**config.mk**
```make
export PLATFORM = sky130hd
export DESIGN_NAME = pe_row_accum
export DESIGN_NICKNAME = d
export VERILOG_FILES = /design/src/rtl/pe_row_accum.sv
export SDC_FILE = /design/constraint.sdc
export NUM_CORES = 1
export LEC_CHECK = 0
export BUFFER_PORTS_ARGS = -buffer_cell sky130_fd_sc_hd__buf_4
export CAP_MARGIN = 20
export CELL_PAD_IN_SITES_DETAIL_PLACEMENT = 2
export CELL_PAD_IN_SITES_GLOBAL_PLACEMENT = 2
export CORE_ASPECT_RATIO = 1.5
export CORE_UTILIZATION = 39
export CTS_CLUSTER_SIZE = 12
export DETAILED_ROUTE_END_ITERATION = 8
export PLACE_DENSITY = 0.92
export SYNTH_ARGS = -nofsm -noshare
export SYNTH_HDL_FRONTEND = slang
export SYNTH_SLANG_ARGS = --single-unit
```
**constraint.sdc**
```tcl
create_clock -name clk -period 8.6 [get_ports clk]
set_clock_uncertainty 0.1 [all_clocks]
set_input_delay 1.72 -clock clk [delete_from_list [all_inputs] [get_ports clk]]
set_output_delay 1.72 -clock clk [all_outputs]
set_load 0.01 [all_outputs]
```
**src/rtl/pe_row_accum.sv**
```systemverilog
// Row accumulator after the PE: sums KROWS partial-sum rows per lane, then streams requantized pixels.
// Build option: define ROW_ACCUM_ROUND_EN for round-half-up requantization (truncation otherwise).
module pe_row_accum #(
    parameter int NOUT  = 3,
    parameter int PW    = 25,
    parameter int KROWS = 3,
    parameter int ACCW  = 27,
    localparam int IDXW = (NOUT > 1) ? $clog2(NOUT) : 1,
    localparam int RCW  = (KROWS > 1) ? $clog2(KROWS) : 1
) (
    input  logic              clk,
    input  logic              rst_n,
    input  logic              in_valid,
    output logic              in_ready,
    input  logic [NOUT*PW-1:0] in_psum,
    input  logic [4:0]        cfg_shift,
    output logic              out_valid,
    input  logic              out_ready,
    output logic [7:0]        out_data,
    output logic [IDXW-1:0]   out_idx,
    output logic              out_last
);

    typedef enum logic {ACC, DRAIN} state_t;

    state_t            state;
    state_t            state_next;
    logic [RCW-1:0]    row_cnt;
    logic [IDXW-1:0]   idx;
    logic [4:0]        shift_q;
    logic [ACCW-1:0]   acc [NOUT];

    logic              row_hs;
    logic              out_hs;
    logic              row_last;
    logic              lane_last;
    logic [ACCW-1:0]   acc_sel;
    logic [ACCW:0]     rnd;
    logic [ACCW:0]     t_val;
    logic [ACCW:0]     s_val;
    logic [7:0]        q_val;

    assign row_hs    = (state == ACC) && in_valid;
    assign out_hs    = (state == DRAIN) && out_ready;
    assign row_last  = (row_cnt == RCW'(KROWS - 1));
    assign lane_last = (idx == IDXW'(NOUT - 1));

    always_ff @(posedge clk or negedge rst_n) begin
        if (!rst_n) begin
            state <= ACC;
        end else begin
            state <= state_next;
        end
    end

    always_comb begin
        state_next = state;
        case (state)
            ACC:     if (row_hs && row_last) state_next = DRAIN;
            DRAIN:   if (out_hs && lane_last) state_next = ACC;
            default: state_next = ACC;
        endcase
    end

    // The first row of a tile overwrites the accumulators, so no clear cycle is needed between tiles.
    always_ff @(posedge clk or negedge rst_n) begin
        if (!rst_n) begin
            row_cnt <= '0;
            idx     <= '0;
            shift_q <= '0;
            for (int j = 0; j < NOUT; j++) begin
                acc[j] <= '0;
            end
        end else begin
            if (row_hs) begin
                for (int j = 0; j < NOUT; j++) begin
                    if (row_cnt == '0) begin
                        acc[j] <= {{(ACCW-PW){1'b0}}, in_psum[j*PW +: PW]};
                    end else begin
                        acc[j] <= acc[j] + {{(ACCW-PW){1'b0}}, in_psum[j*PW +: PW]};
                    end
                end
                if (row_cnt == '0) begin
                    shift_q <= cfg_shift;
                end
                if (row_last) begin
                    row_cnt <= '0;
                    idx     <= '0;
                end else begin
                    row_cnt <= row_cnt + RCW'(1);
                end
            end
            if (out_hs) begin
                idx <= lane_last ? '0 : idx + IDXW'(1);
            end
        end
    end

    // Requantize at ACCW+1 bits so the rounding addend can never wrap the sum.
    always_comb begin
        acc_sel = acc[idx];
        rnd     = '0;
`ifdef ROW_ACCUM_ROUND_EN
        if (shift_q != 5'd0) begin
            rnd = (ACCW+1)'(1) << (shift_q - 5'd1);
        end
`endif
        t_val = {1'b0, acc_sel} + rnd;
        s_val = t_val >> shift_q;
        q_val = (s_val > (ACCW+1)'(255)) ? 8'd255 : s_val[7:0];
    end

    always_comb begin
        in_ready  = (state == ACC);
        out_valid = (state == DRAIN);
        out_data  = (state == DRAIN) ? q_val : 8'd0;
        out_idx   = idx;
        out_last  = (state == DRAIN) && lane_last;
    end

endmodule

```
==> reports/qor.yml <==
dp_cells: 1612
synth-seq-cells: 91
crit_type: "reg2out"
yosysSeqAreaShare_pct: 23.2
crit_top_cell: "buf_4"
hold_path_class: "reg2reg"
vias: 10700
diodes: 0
yosys_warnings: 0
cpPeakStageDelay_ns: 0.67
place_congestion: 0.903
synth_nets: 1414
vias_per_cell: 6.55
critical_path_buf_inv_count: 2
leakagePower_nw: 4.83
hold_ws_ns: 0.392
timing.final.crit_share_pct: 68.6
fmax_mhz: 170
startpoint_type: "flop"
status: "finished clean"
io_buffers: 96
setup_tns_ns: 0
cts_root_buf: "clkbuf_16"
cts_num_sinks: 91
yosysTopAreaCell: "dfrtp_1"
setup_viol: 0
ctsLongestPathBuffers: 2
grt_overflow: 0
max-vdd-ir-drop_uv: 183
grt_usage_pct: 34.5
ioPinCount: 97
hpwl_mm: 32.7
required_ns: 6.78
synth-edff-count: 0
ys_async_sr_fraction_pct: 100
cts_made_buffers: 9
synthTopCellsByArea: "dfrtp_1 23%, ha_1 9.6%, a21oi_1 5.7%"
rows: 70
die_x_um: 132
finalNonFillerCells: 1630
die-area_sq_um: 25800
rsz0062_at_grt: "false"
area_growth_pct: 12.8
cap_violations: 0
synth_commonest_cells: "148 x nand2_1, 111 x a21oi_1, 110 x nor2_1, 110 x o21ai_0, 91 x dfrtp_1"
critical_path.top_delay_family: "multiplexers"
grt_pass1_wl_mm: 68.9
initial_core_util_pct: 40.0
cts.reportedPaths.clkPinSlew_ns: 0.08
hold_buffers: 0
antenna_found_initial: 1
hold_violations: 0
finalWorstPathRequiredPeriod_ns: 5.90
post_cts_resized: 0
path_max_fanout: 31
synth_area_sq_um: 9820
cpMaxStageDelayCell: "dfrtp_2"
grt_max_degree: 83
tightest_slew_ns: 0.979
critPathCaptureType: "primary output"
drive_gt1_share_pct: 13.6
synth-main-ff-cell: "dfrtp_1"
yosysUniqueCellTypes: 76
power.density_nw_per_um2: 491
drc_errors: 0
wl_mm: 44.1
fin_nets: 1463
synth.top_cell.area_share_pct: 23.2
synth.avg_cell_area_sq_um: 7.84
first_iter_violations: 519
drt_pass1_iterations: 5
max_slew_margin_pct: 34.7
dieHeight_um: 196
post_cts_buffers: 0
cts_tree: "yes"
ant_nets: 0
avgRoutedWirePerCell_um: 27.1
synth_most_common_cell: "nand2_1"
grt_pass1_vias: 12000
cp_cell_sequence: "buf_4, mux2_2, mux4_2, nand2_1, o21ai_1, nor4b_1, a31oi_1, nor3_1, o41a_4, o31ai_1, buf_4"
arrival_ns: 4.08
core-area_sq_um: 24500
cts-htree-levels: 3
syn_inst: 1252
worstSkewPairLatency_ns: 0.38
drv_slew: 0
[layer usage]
layer | part of all wire, % | GRT usage (%) | vias up
li1 | - | - | 4730
met1 | 38 | 37.0 | 5431
met2 | 52 | 62.4 | 329
met3 | 3.7 | 4.70 | 179
met4 | 6.6 | 24.1 | 0
met5 | 0 | 0 | -
[worst paths after layout]
path / from / endpoint / slack (ns) / depth (start not counted)
worst max-delay path: out_idx[0]$_DFFE_PN0P_ / out_data[0] / 2.70 / 11
worst min-delay path: acc[80]$_DFFE_PN0P_ / acc[80]$_DFFE_PN0P_ / 0.39 / 1
worst max register to register: acc[10]$_DFFE_PN0P_ / acc[24]$_DFFE_PN0P_ / 4.80 / 10
worst min register to register: acc[80]$_DFFE_PN0P_ / acc[80]$_DFFE_PN0P_ / 0.39 / 1
max in group asynchronous: rst_n / out_idx[1]$_DFFE_PN0P_ / 5.84 / 2
min in group asynchronous: rst_n / acc[1]$_DFFE_PN0P_ / 1.17 / 1
[report_power, final]
part	total, mW	leakage (nW)	internal, mW	switching (mW)
Clock	0.456	0.155	0.238	0.219
Sequential	0.973	1.09	0.638	0.335
Combinational	4.00	3.59	1.53	2.47
Total	5.43	4.83	2.40	3.03
[per-stage QoR]
step                      power [mW]  utilization [%]  worst slack (ns)  instance area (sq um)
after detailed placement        4.81             43.8              2.71                  10700
after floorplan                 3.59                -              4.37                   9820
after global placement          4.47             43.8              3.00                  10700
after global routing            5.76             45.1              2.59                  11100
final                           5.43             45.1              2.70                  11100
after CTS                       5.35             45.0              2.26                  11000
[cell families after synthesis]
family                   after synthesis  share of synthesized area, %
AO/OA/AOI/OAI                        455                          29.8
XOR/XNOR                              46                          4.10
adder cells (fa/ha/maj)               78                          10.2
buffers and inverters                 97                          4.26
flip-flops                            91                          23.2
multiplexers                          76                          9.32
AND/OR/NAND/NOR                      409                          19.2
[flip-flops by register name, summed over array words and instances (netlist names)]
| register | count |
|---|---|
| acc | 81 |
| out_idx | 2 |
| out_valid | 1 |
| row_cnt | 2 |
| shift_q | 5 |
[cell type report]
type	count	area [sq um]
Inverter	26	97.6
Multi-Input combinational cell	1064	7150
Clock inverter	6	72.6
Tap cell	324	405
Sequential cell	91	2280
Clock buffer	10	239
Fill cell	2825	13500
Timing Repair Buffer	109	831
[cell usage in the layout, fill, tap and decap left out, types with 21 or more instances in the layout]
| cell | instances |
|---|---|
| nand2b_1 | 21 |
| nand2_1 | 147 |
| mux2i_1 | 52 |
| nand3_1 | 27 |
| o21ai_0 | 110 |
| inv_1 | 24 |
| nor2_1 | 108 |
| buf_4 | 108 |
| nor3_1 | 30 |
| ha_1 | 75 |
| o211ai_1 | 25 |
| o21a_1 | 21 |
| xnor2_1 | 28 |
| a31oi_1 | 33 |
| a21o_1 | 29 |
| dfrtp_1 | 89 |
| a21oi_1 | 111 |
(Power assumes the default switching activity.)
